File: src/rtl/rx_cmd_decoder_pkg.sv
// rx_cmd_decoder_pkg
//   Shared types and constants for the RX command decoder: FSM state
//   encoding, decoder mode, ASCII command/number constants, threshold and
//   accumulator widths, and small byte-classification helpers.
package rx_cmd_decoder_pkg;

    typedef enum logic [1:0] {
        ST_IDLE   = 2'd0,
        ST_FETCH  = 2'd1,
        ST_WAIT   = 2'd2,
        ST_DECODE = 2'd3
    } state_t;

    typedef enum logic {
        MODE_CMD = 1'b0,
        MODE_NUM = 1'b1
    } mode_t;

    localparam int THRESH_W   = 9;   // threshold in cm, up to 511
    localparam int ACC_W      = 10;  // three decimal digits, max 999
    localparam int CNT_W      = 2;
    localparam int MAX_DIGITS = 3;

    localparam logic [7:0] ASC_U  = 8'h55;
    localparam logic [7:0] ASC_R  = 8'h52;
    localparam logic [7:0] ASC_C  = 8'h43;
    localparam logic [7:0] ASC_D  = 8'h44;
    localparam logic [7:0] ASC_CR = 8'h0D;
    localparam logic [7:0] ASC_LF = 8'h0A;
    localparam logic [7:0] ASC_0  = 8'h30;
    localparam logic [7:0] ASC_9  = 8'h39;

    // Fold lower-case letters onto upper case; everything else passes through.
    function automatic logic [7:0] to_upper(input logic [7:0] b);
        return (b >= 8'h61 && b <= 8'h7A) ? (b - 8'h20) : b;
    endfunction

    function automatic logic is_digit(input logic [7:0] b);
        return (b >= ASC_0) && (b <= ASC_9);
    endfunction

    function automatic logic is_eol(input logic [7:0] b);
        return (b == ASC_CR) || (b == ASC_LF);
    endfunction

endpackage

File: src/rtl/rx_cmd_decoder_ascii_dec_acc.sv
// ascii_dec_acc
//   Decimal entry accumulator for the threshold command. Holds the running
//   value and digit count, and presents the value clamped to THRESH_MAX.
//   Ports:
//     clk, reset   clock / async active-low reset
//     clr          start a new number (acc = 0, count = 0)
//     dig_we       append one decimal digit
//     dig          digit value 0..9
//     full         already holding the maximum number of digits
//     empty        no digit entered yet
//     thresh_val   min(acc, THRESH_MAX)
module ascii_dec_acc
    import rx_cmd_decoder_pkg::*;
#(
    parameter int THRESH_MAX = 400
) (
    input  logic                clk,
    input  logic                reset,
    input  logic                clr,
    input  logic                dig_we,
    input  logic [3:0]          dig,
    output logic                full,
    output logic                empty,
    output logic [THRESH_W-1:0] thresh_val
);

    localparam logic [ACC_W-1:0]    MAX_ACC = ACC_W'(THRESH_MAX);
    localparam logic [THRESH_W-1:0] MAX_THR = THRESH_W'(THRESH_MAX);

    logic [ACC_W-1:0] acc;
    logic [CNT_W-1:0] cnt;

    // The caller never appends past MAX_DIGITS, so acc stays <= 999.
    always_ff @(posedge clk or negedge reset) begin
        if (!reset) begin
            acc <= '0;
            cnt <= '0;
        end else if (clr) begin
            acc <= '0;
            cnt <= '0;
        end else if (dig_we) begin
            acc <= acc * ACC_W'(10) + ACC_W'(dig);
            cnt <= cnt + CNT_W'(1);
        end
    end

    assign full       = (cnt == CNT_W'(MAX_DIGITS));
    assign empty      = (cnt == '0);
    assign thresh_val = (acc > MAX_ACC) ? MAX_THR : acc[THRESH_W-1:0];

endmodule

File: src/rtl/rx_cmd_decoder.sv
// rx_cmd_decoder
//   Pulls bytes from an RX FIFO (one every 4 clocks), optionally echoes them
//   to a TX FIFO, and decodes single-letter commands plus a "D<digits><EOL>"
//   threshold entry.
//   Ports:
//     clk, reset          clock / async active-low reset
//     rx_empty, rx_data   RX FIFO status / read data (valid cycle after rx_re)
//     rx_re               RX FIFO read strobe
//     tx_full             TX FIFO full flag
//     tx_data, tx_we      echo byte / TX write strobe
//     sonic_start, run_toggle, clear, thresh_upd, cmd_error
//                         one-cycle action pulses, registered after DECODE
//     thresh              current distance threshold in cm
module rx_cmd_decoder
    import rx_cmd_decoder_pkg::*;
#(
    parameter int ECHO_EN    = 1,
    parameter int THRESH_MAX = 400,
    parameter int THRESH_RST = 100
) (
    input  logic                clk,
    input  logic                reset,
    input  logic                rx_empty,
    input  logic [7:0]          rx_data,
    output logic                rx_re,
    input  logic                tx_full,
    output logic [7:0]          tx_data,
    output logic                tx_we,
    output logic                sonic_start,
    output logic                run_toggle,
    output logic                clear,
    output logic [THRESH_W-1:0] thresh,
    output logic                thresh_upd,
    output logic                cmd_error
);

    state_t                state;
    mode_t                 mode;
    logic [7:0]            rx_byte;
    logic [7:0]            up;
    logic                  acc_full, acc_empty;
    logic [THRESH_W-1:0]   acc_thresh;

    logic d_sonic, d_run, d_clear, d_upd, d_err;
    logic d_num_start, d_dig_we, d_to_cmd;

    assign up = to_upper(rx_byte);

    // Action decode of the captured byte; only consumed in ST_DECODE.
    always_comb begin
        d_sonic     = 1'b0;
        d_run       = 1'b0;
        d_clear     = 1'b0;
        d_upd       = 1'b0;
        d_err       = 1'b0;
        d_num_start = 1'b0;
        d_dig_we    = 1'b0;
        d_to_cmd    = 1'b0;
        if (mode == MODE_CMD) begin
            case (up)
                ASC_U:          d_sonic     = 1'b1;
                ASC_R:          d_run       = 1'b1;
                ASC_C:          d_clear     = 1'b1;
                ASC_D:          d_num_start = 1'b1;
                ASC_CR, ASC_LF: ;
                default:        d_err       = 1'b1;
            endcase
        end else begin
            if (is_digit(rx_byte)) begin
                if (acc_full) begin
                    d_err    = 1'b1;
                    d_to_cmd = 1'b1;
                end else begin
                    d_dig_we = 1'b1;
                end
            end else begin
                // Both EOL and garbage leave number entry.
                d_to_cmd = 1'b1;
                if (is_eol(rx_byte) && !acc_empty) d_upd = 1'b1;
                else                               d_err = 1'b1;
            end
        end
    end

    ascii_dec_acc #(
        .THRESH_MAX (THRESH_MAX)
    ) u_acc (
        .clk        (clk),
        .reset      (reset),
        .clr        ((state == ST_DECODE) && d_num_start),
        .dig_we     ((state == ST_DECODE) && d_dig_we),
        .dig        (rx_byte[3:0]),
        .full       (acc_full),
        .empty      (acc_empty),
        .thresh_val (acc_thresh)
    );

    always_ff @(posedge clk or negedge reset) begin
        if (!reset) begin
            state       <= ST_IDLE;
            mode        <= MODE_CMD;
            rx_byte     <= '0;
            rx_re       <= 1'b0;
            tx_we       <= 1'b0;
            tx_data     <= '0;
            sonic_start <= 1'b0;
            run_toggle  <= 1'b0;
            clear       <= 1'b0;
            thresh_upd  <= 1'b0;
            cmd_error   <= 1'b0;
            thresh      <= THRESH_W'(THRESH_RST);
        end else begin
            rx_re       <= 1'b0;
            tx_we       <= 1'b0;
            sonic_start <= 1'b0;
            run_toggle  <= 1'b0;
            clear       <= 1'b0;
            thresh_upd  <= 1'b0;
            cmd_error   <= 1'b0;
            case (state)
                ST_IDLE: begin
                    // rx_re is registered, so it is high exactly while in FETCH.
                    if (!rx_empty) begin
                        state <= ST_FETCH;
                        rx_re <= 1'b1;
                    end
                end
                ST_FETCH: state <= ST_WAIT;
                ST_WAIT: begin
                    rx_byte <= rx_data;
                    state   <= ST_DECODE;
                end
                ST_DECODE: begin
                    state       <= ST_IDLE;
                    sonic_start <= d_sonic;
                    run_toggle  <= d_run;
                    clear       <= d_clear;
                    thresh_upd  <= d_upd;
                    cmd_error   <= d_err;
                    if (d_num_start) mode   <= MODE_NUM;
                    if (d_to_cmd)    mode   <= MODE_CMD;
                    if (d_upd)       thresh <= acc_thresh;
                    // A full TX FIFO simply loses the echo.
                    if (ECHO_EN != 0 && !tx_full) begin
                        tx_we   <= 1'b1;
                        tx_data <= rx_byte;
                    end
                end
                default: state <= ST_IDLE;
            endcase
        end
    end

endmodule

File: config.mk
export PLATFORM = sky130hd
export DESIGN_NAME = rx_cmd_decoder
export DESIGN_NICKNAME = d
export VERILOG_FILES = /design/src/rtl/rx_cmd_decoder_pkg.sv /design/src/rtl/rx_cmd_decoder_ascii_dec_acc.sv /design/src/rtl/rx_cmd_decoder.sv
export SDC_FILE = /design/constraint.sdc
export NUM_CORES = 1
export LEC_CHECK = 0
export CAP_MARGIN = 20
export CORE_MARGIN = 8
export CORE_UTILIZATION = 50
export DETAILED_ROUTE_END_ITERATION = 10
export PLACE_DENSITY = 0.74
export SKIP_CTS_REPAIR_TIMING = 1
export SLEW_MARGIN = 25
export SYNTH_ARGS = -nofsm -noshare
export SYNTH_HDL_FRONTEND = slang
export SYNTH_SLANG_ARGS = --single-unit
export TNS_END_PERCENT = 5
File: constraint.sdc
create_clock -name clk -period 3.6 [get_ports clk]
set_input_delay 0.36 -clock clk [delete_from_list [all_inputs] [get_ports clk]]
set_output_delay 0.36 -clock clk [all_outputs]
set_load 0.01 [all_outputs]
## Yosys cells after proc, flatten, opt, wreduce, memory -nomap -nowiden

Cells that the tools add are included.
W data, S select, Z words.

| storage, ports and cells | value |
|---|---|
| RAM bits | 0 |
| register bits | 47 |
| bits in read-only memories | 0 |
| output and inout bits | 24 |
| bits in latches | 0 |
| memories kept | 0 |

| cells by class | value |
|---|---|
| shifts and indexed selects | 0 |
| reductions and logical operators | 15 |
| muxes and demuxes | 40 |
| equal/unequal tests | 13 |
| order comparisons | 5 |
| divide/modulo/power cells | 0 |
| bitwise gates (word level) | 1 |
| $mul | 1 |
| add/sub/neg operators | 3 |

Operator list:

| operator | count |
|---|---|
| $eq A8 B4 Y1 const B | 4 |
| $eq A8 B7 Y1 const B | 4 |
| $mux W1 | 32 |
| $mux W10 | 2 |
| $add A10 B4 Y10 | 1 |
| $gt A10 B9 Y1 const B | 1 |
| $mul A10 B3 Y9 const B | 1 |
| $mux W9 | 1 |
| $ge A8 B6 Y1 const B | 1 |
| $ge A8 B7 Y1 const B | 1 |
| $le A8 B6 Y1 const B | 1 |
| $le A8 B7 Y1 const B | 1 |
| $mux W8 | 1 |
| $pmux W2 S4 | 1 |
| $sub A8 B6 Y8 const B | 1 |
| $eq A2 B2 Y1 const B | 3 |
| $mux W2 | 3 |
| $reduce_and A2 Y1 | 3 |
| $reduce_or A6 Y1 | 1 |
| $logic_and A1 B1 Y1 | 5 |
| $logic_not A2 Y1 | 2 |
| $reduce_bool A2 Y1 | 2 |
| $add A2 B1 Y2 const B | 1 |
| $eq A2 B1 Y1 const B | 1 |
| 4 further kinds | 4 |

## Depth between registers and ports, before layout

| logic depth | value |
|---|---|
| depth in word-level cells | 8 |
| mapped depth | 10 |
| depth with buffers taken out | 10 |

## By module

A second synthesis with hierarchy kept.

| second synthesis, totals | value |
|---|---|
| cell total of the unflattened synthesis | 259 |
| area total of the unflattened synthesis | 2701.3 sq um |

By module, submodules not included:

| module | cells each | times used | seq. area each (sq um) | area each (sq um) |
|---|---|---|---|---|
| rx_cmd_decoder | 154 | 1 | 879.6 | 1645.3 |
| ascii_dec_acc | 105 | 1 | 300.3 | 1056.0 |

## Worst setup path after synthesis

Ideal clock, no wire load.

| timing | value |
|---|---|
| kind | register to register |
| from | reg u_acc.acc[1] |
| to | reg u_acc.acc[9] |
| path buffers | 0 |
| arrival time | 2.628 ns |
| cell stages (with the launch flop) | 9 |
| slack | 0.885 ns |
| setup time | 0.087 ns |
| data required time | 3.513 ns |
| clock period less this slack | 2.715 ns |
| path through | dfrtp_1 > ha_1 > ha_1 > inv_1 > fa_1 > or3_1 > nor3b_1 > xnor3_1 > a211oi_2 |

| on the way | value |
|---|---|
| word-level cells in the longest chain between the ends | 4 |

RTL lines:

| item | line | source |
|---|---|---|
| start: declaration | rx_cmd_decoder_ascii_dec_acc.sv:30 | `logic [ACC_W-1:0] acc;` |
| start signal: assignment | rx_cmd_decoder_ascii_dec_acc.sv:42 | `acc <= acc * ACC_W'(10) + ACC_W'(dig);` |
| $mul A10 B3 Y9 | rx_cmd_decoder_ascii_dec_acc.sv:42 |  |
| $add A10 B4 Y10 | rx_cmd_decoder_ascii_dec_acc.sv:42 |  |
| $mux W10 | rx_cmd_decoder_ascii_dec_acc.sv:41 | `end else if (dig_we) begin` |
| $mux W10 | rx_cmd_decoder_ascii_dec_acc.sv:38 | `end else if (clr) begin` |

Every way passes these cells. The select of a mux whose other input is x is not followed.
A chain may end at the register's enable or synchronous reset.

## Final worst setup path

Same ends and word-level chain as after synthesis.

==> flow_summary.yaml <==
run_status:
  status: "complete, no violations"
place:
  port_buffers: 35
  hpwlAfterDp_um: 3624
  gp_congestion: 0.8407
power_and_ir_drop:
  pwrdens_nw_per_um2: 555.6
  cell_internal_pwr_mw: 1.102
  share_seq_of_total_power_pct: 45.7
  worst_ir_drop_on_vdd_mv: 0.3855
  pwr-share-comb_pct: 34.6
  power_switching_mw: 0.5920
  netSwitchingFraction_pct: 34.94
  clock_power_share_pct: 19.7
  total_leakage_power_nw: 1.389
sta:
  fmax_ghz: 0.3481
  rsz_0062_raised_after_global_routing: "no"
  final_period_minus_worst_setup_slack_ps: 2872
  worst_pin_slew_ps: 781.7
  slew_headroom_pct: 47.89
  final-max-slew-violation-count: 0
  skew_ps: 6.706
  final.hold.worst_slack_ps: 46.43
  finalSetupViolations: 0
  finalHoldViolations: 0
  layout_worst_path_cycle_share_pct: 79.79
  totalNegativeSetupSlack_ps: 0
cells_and_area:
  flow.area_growth_from_synthesis_pct: 18.13
  ff_latch_area_um2: 1180
  insertedDiodeCount: 0
  multiInputGateArea_um2: 1275
  finish.net_count: 318
  drive_gt1_share_pct: 8.127
  final.fill_count: 454
synth:
  synth.yosys.seq_area_share_pct: 45.71
  avgSynthCellArea_um2: 10.41
  synth-main-ff-cell: "sky130_fd_sc_hd__dfrtp_1"
  synth_edf_count: 0
  synthTopCellsByArea: "sky130_fd_sc_hd__dfrtp_1 (43%), sky130_fd_sc_hd__ha_1 (11%), sky130_fd_sc_hd__o21ai_0 (4.3%)"
  yosysTopAreaCell: "sky130_fd_sc_hd__dfrtp_1"
  synthCells: 248
  async_flop_share_pct: 100.0
  synth_top_area_share_pct: 42.66
  synth.ff_latch_count: 47
  synth.yosys.warnings: 0
  synth_area_um2: 2581
  post_synthesis_net_count: 284
  synth_cell_type_count: 42
clock_tree:
  total_clock_buffers_created_by_cts: 5
  tritoncts_clock_tree: "built"
  clock_path_buffers: 2
  clk-insertion-delay-late_ps: 300
  tritoncts_num_sinks: 47
  worst_setup_hold_path_clk_slew_ps: 90
  root_buf_cell: "sky130_fd_sc_hd__clkbuf_8"
  h_tree_level_count: 2
critical_path:
  timing.reg2reg.worst_path_depth: 8
  worst-endpoint-required_ps: 3820
  r2r_slack_ps: 730
  critical_path.endpoint_type: "flip-flop"
  worst-endpoint-arrival_ps: 3090
  rr_startpoint: "u_acc.acc[1]"
  critical_path.reg2reg.endpoint: "u_acc.acc[9]"
  crit_path_start_kind: "flip-flop"
  critical_path_peak_fanout: 6
  worst-setup-path-type: "flip-flop to flip-flop"
floorplan:
  die_w_um: 87.85
  die_area_um2: 7718
  initial_cell_density_of_the_core_pct: 51.19
  fp.dieH_um: 87.85
  fp-row-count: 26
  core_region_area_um2: 5042
  io-pin-count: 36
grt:
  global_route_wire_length_before_repair_um: 8411
  initial_antenna_violation_count: 0
  gr-total-overflow: 0
  grt_pass1_vias: 1818
  grt_max_degree: 48
  global_route.usage.total_pct: 13.91
  grt_util_met1_pct: 17.72
  busiest_grt_layer: "met2"
  grt_use_met2_pct: 22.50
  grt_util_met3_pct: 2.439
flow_run:
  cap_violations: 0
hold_path:
  holdCritPathClass: "primary input to asynchronous set/reset pin"
route:
  drt-wirelength-per-cell_um: 13.82
  routed_wirelength_um: 4879
  drt_pre_antenna_iters: 4
  post-route-drc-count: 0
  drt_iter0_drc: 133
  route.detailed.vias_per_inst: 5.167
  final_antenna_net_count: 0
  vias: 1824
[kinds of logic (layout without fill, tap and decap cells)]
| kind of cell | Yosys count | after routing | synth area share [%] |
|---|---|---|---|
| AOI/OAI and AO/OA | 46 | 46 | 10.96 |
| xor gates and xnor gates | 12 | 12 | 4.605 |
| adders and majority gates | 24 | 24 | 12.22 |
| buffers and inverters | 25 | 60 | 4.895 |
| DFF | 47 | 47 | 45.71 |
| muxes | 17 | 17 | 6.980 |
| and+or+nand+nor | 77 | 77 | 14.64 |
[layer usage]
metal  part of all wire (%)  vias up
li1                       -      914
met1                     48      859
met2                     45       43
met3                    4.8        8
met4                    1.7        0
met5                      0        -
[worst max-delay path by stage]
stage	startpoint	to	slack, ps	cells past startpoint
floorplan	u_acc.acc[1]	u_acc.acc[9]	890	8
global placement	u_acc.acc[1]	u_acc.acc[9]	820	8
detailed placement	u_acc.acc[1]	u_acc.acc[9]	750	8
CTS	u_acc.acc[1]	u_acc.acc[9]	730	8
global route	u_acc.acc[1]	u_acc.acc[9]	610	8
finish	u_acc.acc[1]	u_acc.acc[9]	730	8
[per-stage QoR]
stage / instances / power (mW) / setup WS (ps) / util [%] / cell area [µm²]
floorplan: 248 / 1.147 / 885.1 / - / 2581
global placement: 345 / 1.352 / 816.7 / 58.54 / 2952
detailed placement: 345 / 1.370 / 745.3 / 58.54 / 2952
CTS: 353 / 1.704 / 729.7 / 60.42 / 3047
global route: 353 / 1.823 / 611.5 / 60.47 / 3049
finish: 353 / 1.694 / 727.6 / 60.47 / 3049
[power by group through the flow]
stage                     registers [mW]  clock network [mW]  logic, mW
after global routing               0.795               0.363      0.664
final                              0.774               0.334      0.586
after floorplan                    0.757                   0      0.390
after detailed placement           0.782                   0      0.588
after global placement             0.777                   0      0.575
after CTS                          0.771               0.341      0.592
[state kept, by name, summed over array words and instances, names as in the netlist]
signal and count:
clear 1, cmd_error 1, mode 1, run_toggle 1
rx_byte 8, rx_re 1, sonic_start 1, state 2
thresh 9, thresh_upd 1, tx_data 8, tx_we 1
u_acc.acc 10, u_acc.cnt 2
[cells in the mapped netlist, drive strengths merged (2+ instances only)]
cell and n:
a2bb2oi 2, a211oi 4, o21ai 22, mux2i 9, inv 17, nor2 19, nand2b 7, dfrtp 44
ha 22, a21o 3, a21oi 6, nor3b 2, xor2 3, nor3 5, clkbuf 4, nand2 29
nand3 2, mux2 8, xnor2 8, a31oi 3, nor4bb 2, fa 2, dfstp 3, and3 2
buf 4, nor2b 3
[worst max-delay path, stage by stage (launching register included)]
cell	delay (ps)
sky130_fd_sc_hd__dfrtp_1	450
sky130_fd_sc_hd__ha_1	320
sky130_fd_sc_hd__ha_1	220
sky130_fd_sc_hd__inv_1	70
sky130_fd_sc_hd__fa_1	440
sky130_fd_sc_hd__or3_1	420
sky130_fd_sc_hd__nor3b_1	210
sky130_fd_sc_hd__xnor3_1	430
sky130_fd_sc_hd__a211oi_2	210
[cell type report]
type                    instances  share of cell area (%)
clock buffers                   7                   2.831
clock inverters                 1                  0.2872
flip-flops and latches         47                   38.70
multi-input cells             176                   41.81
inverters                      17                   2.093
repair buffers                 35                   11.41
well taps                      70                   2.872
[cells in the final DEF, fill, tap and decap left out, drive strengths merged, types with 2 or more instances in the layout]
cell	Yosys	routed
nand2b	7	7
nand2	29	29
a2bb2oi	2	2
nor3b	2	2
nor4bb	2	2
nor3	5	5
o21ai	22	22
and3	2	2
mux2	8	8
xnor2	8	8
nand3	2	2
a211oi	4	4
clkdlybuf4s50	0	34
a21oi	6	6
xor2	3	3
dfstp	3	3
nor2	19	19
a21o	3	3
a31oi	3	3
ha	22	22
dfrtp	44	44
fa	2	2
clkbuf	4	7
inv	17	17
nor2b	3	3
mux2i	9	9
No activity file was read; power rests on OpenSTA's default activity.
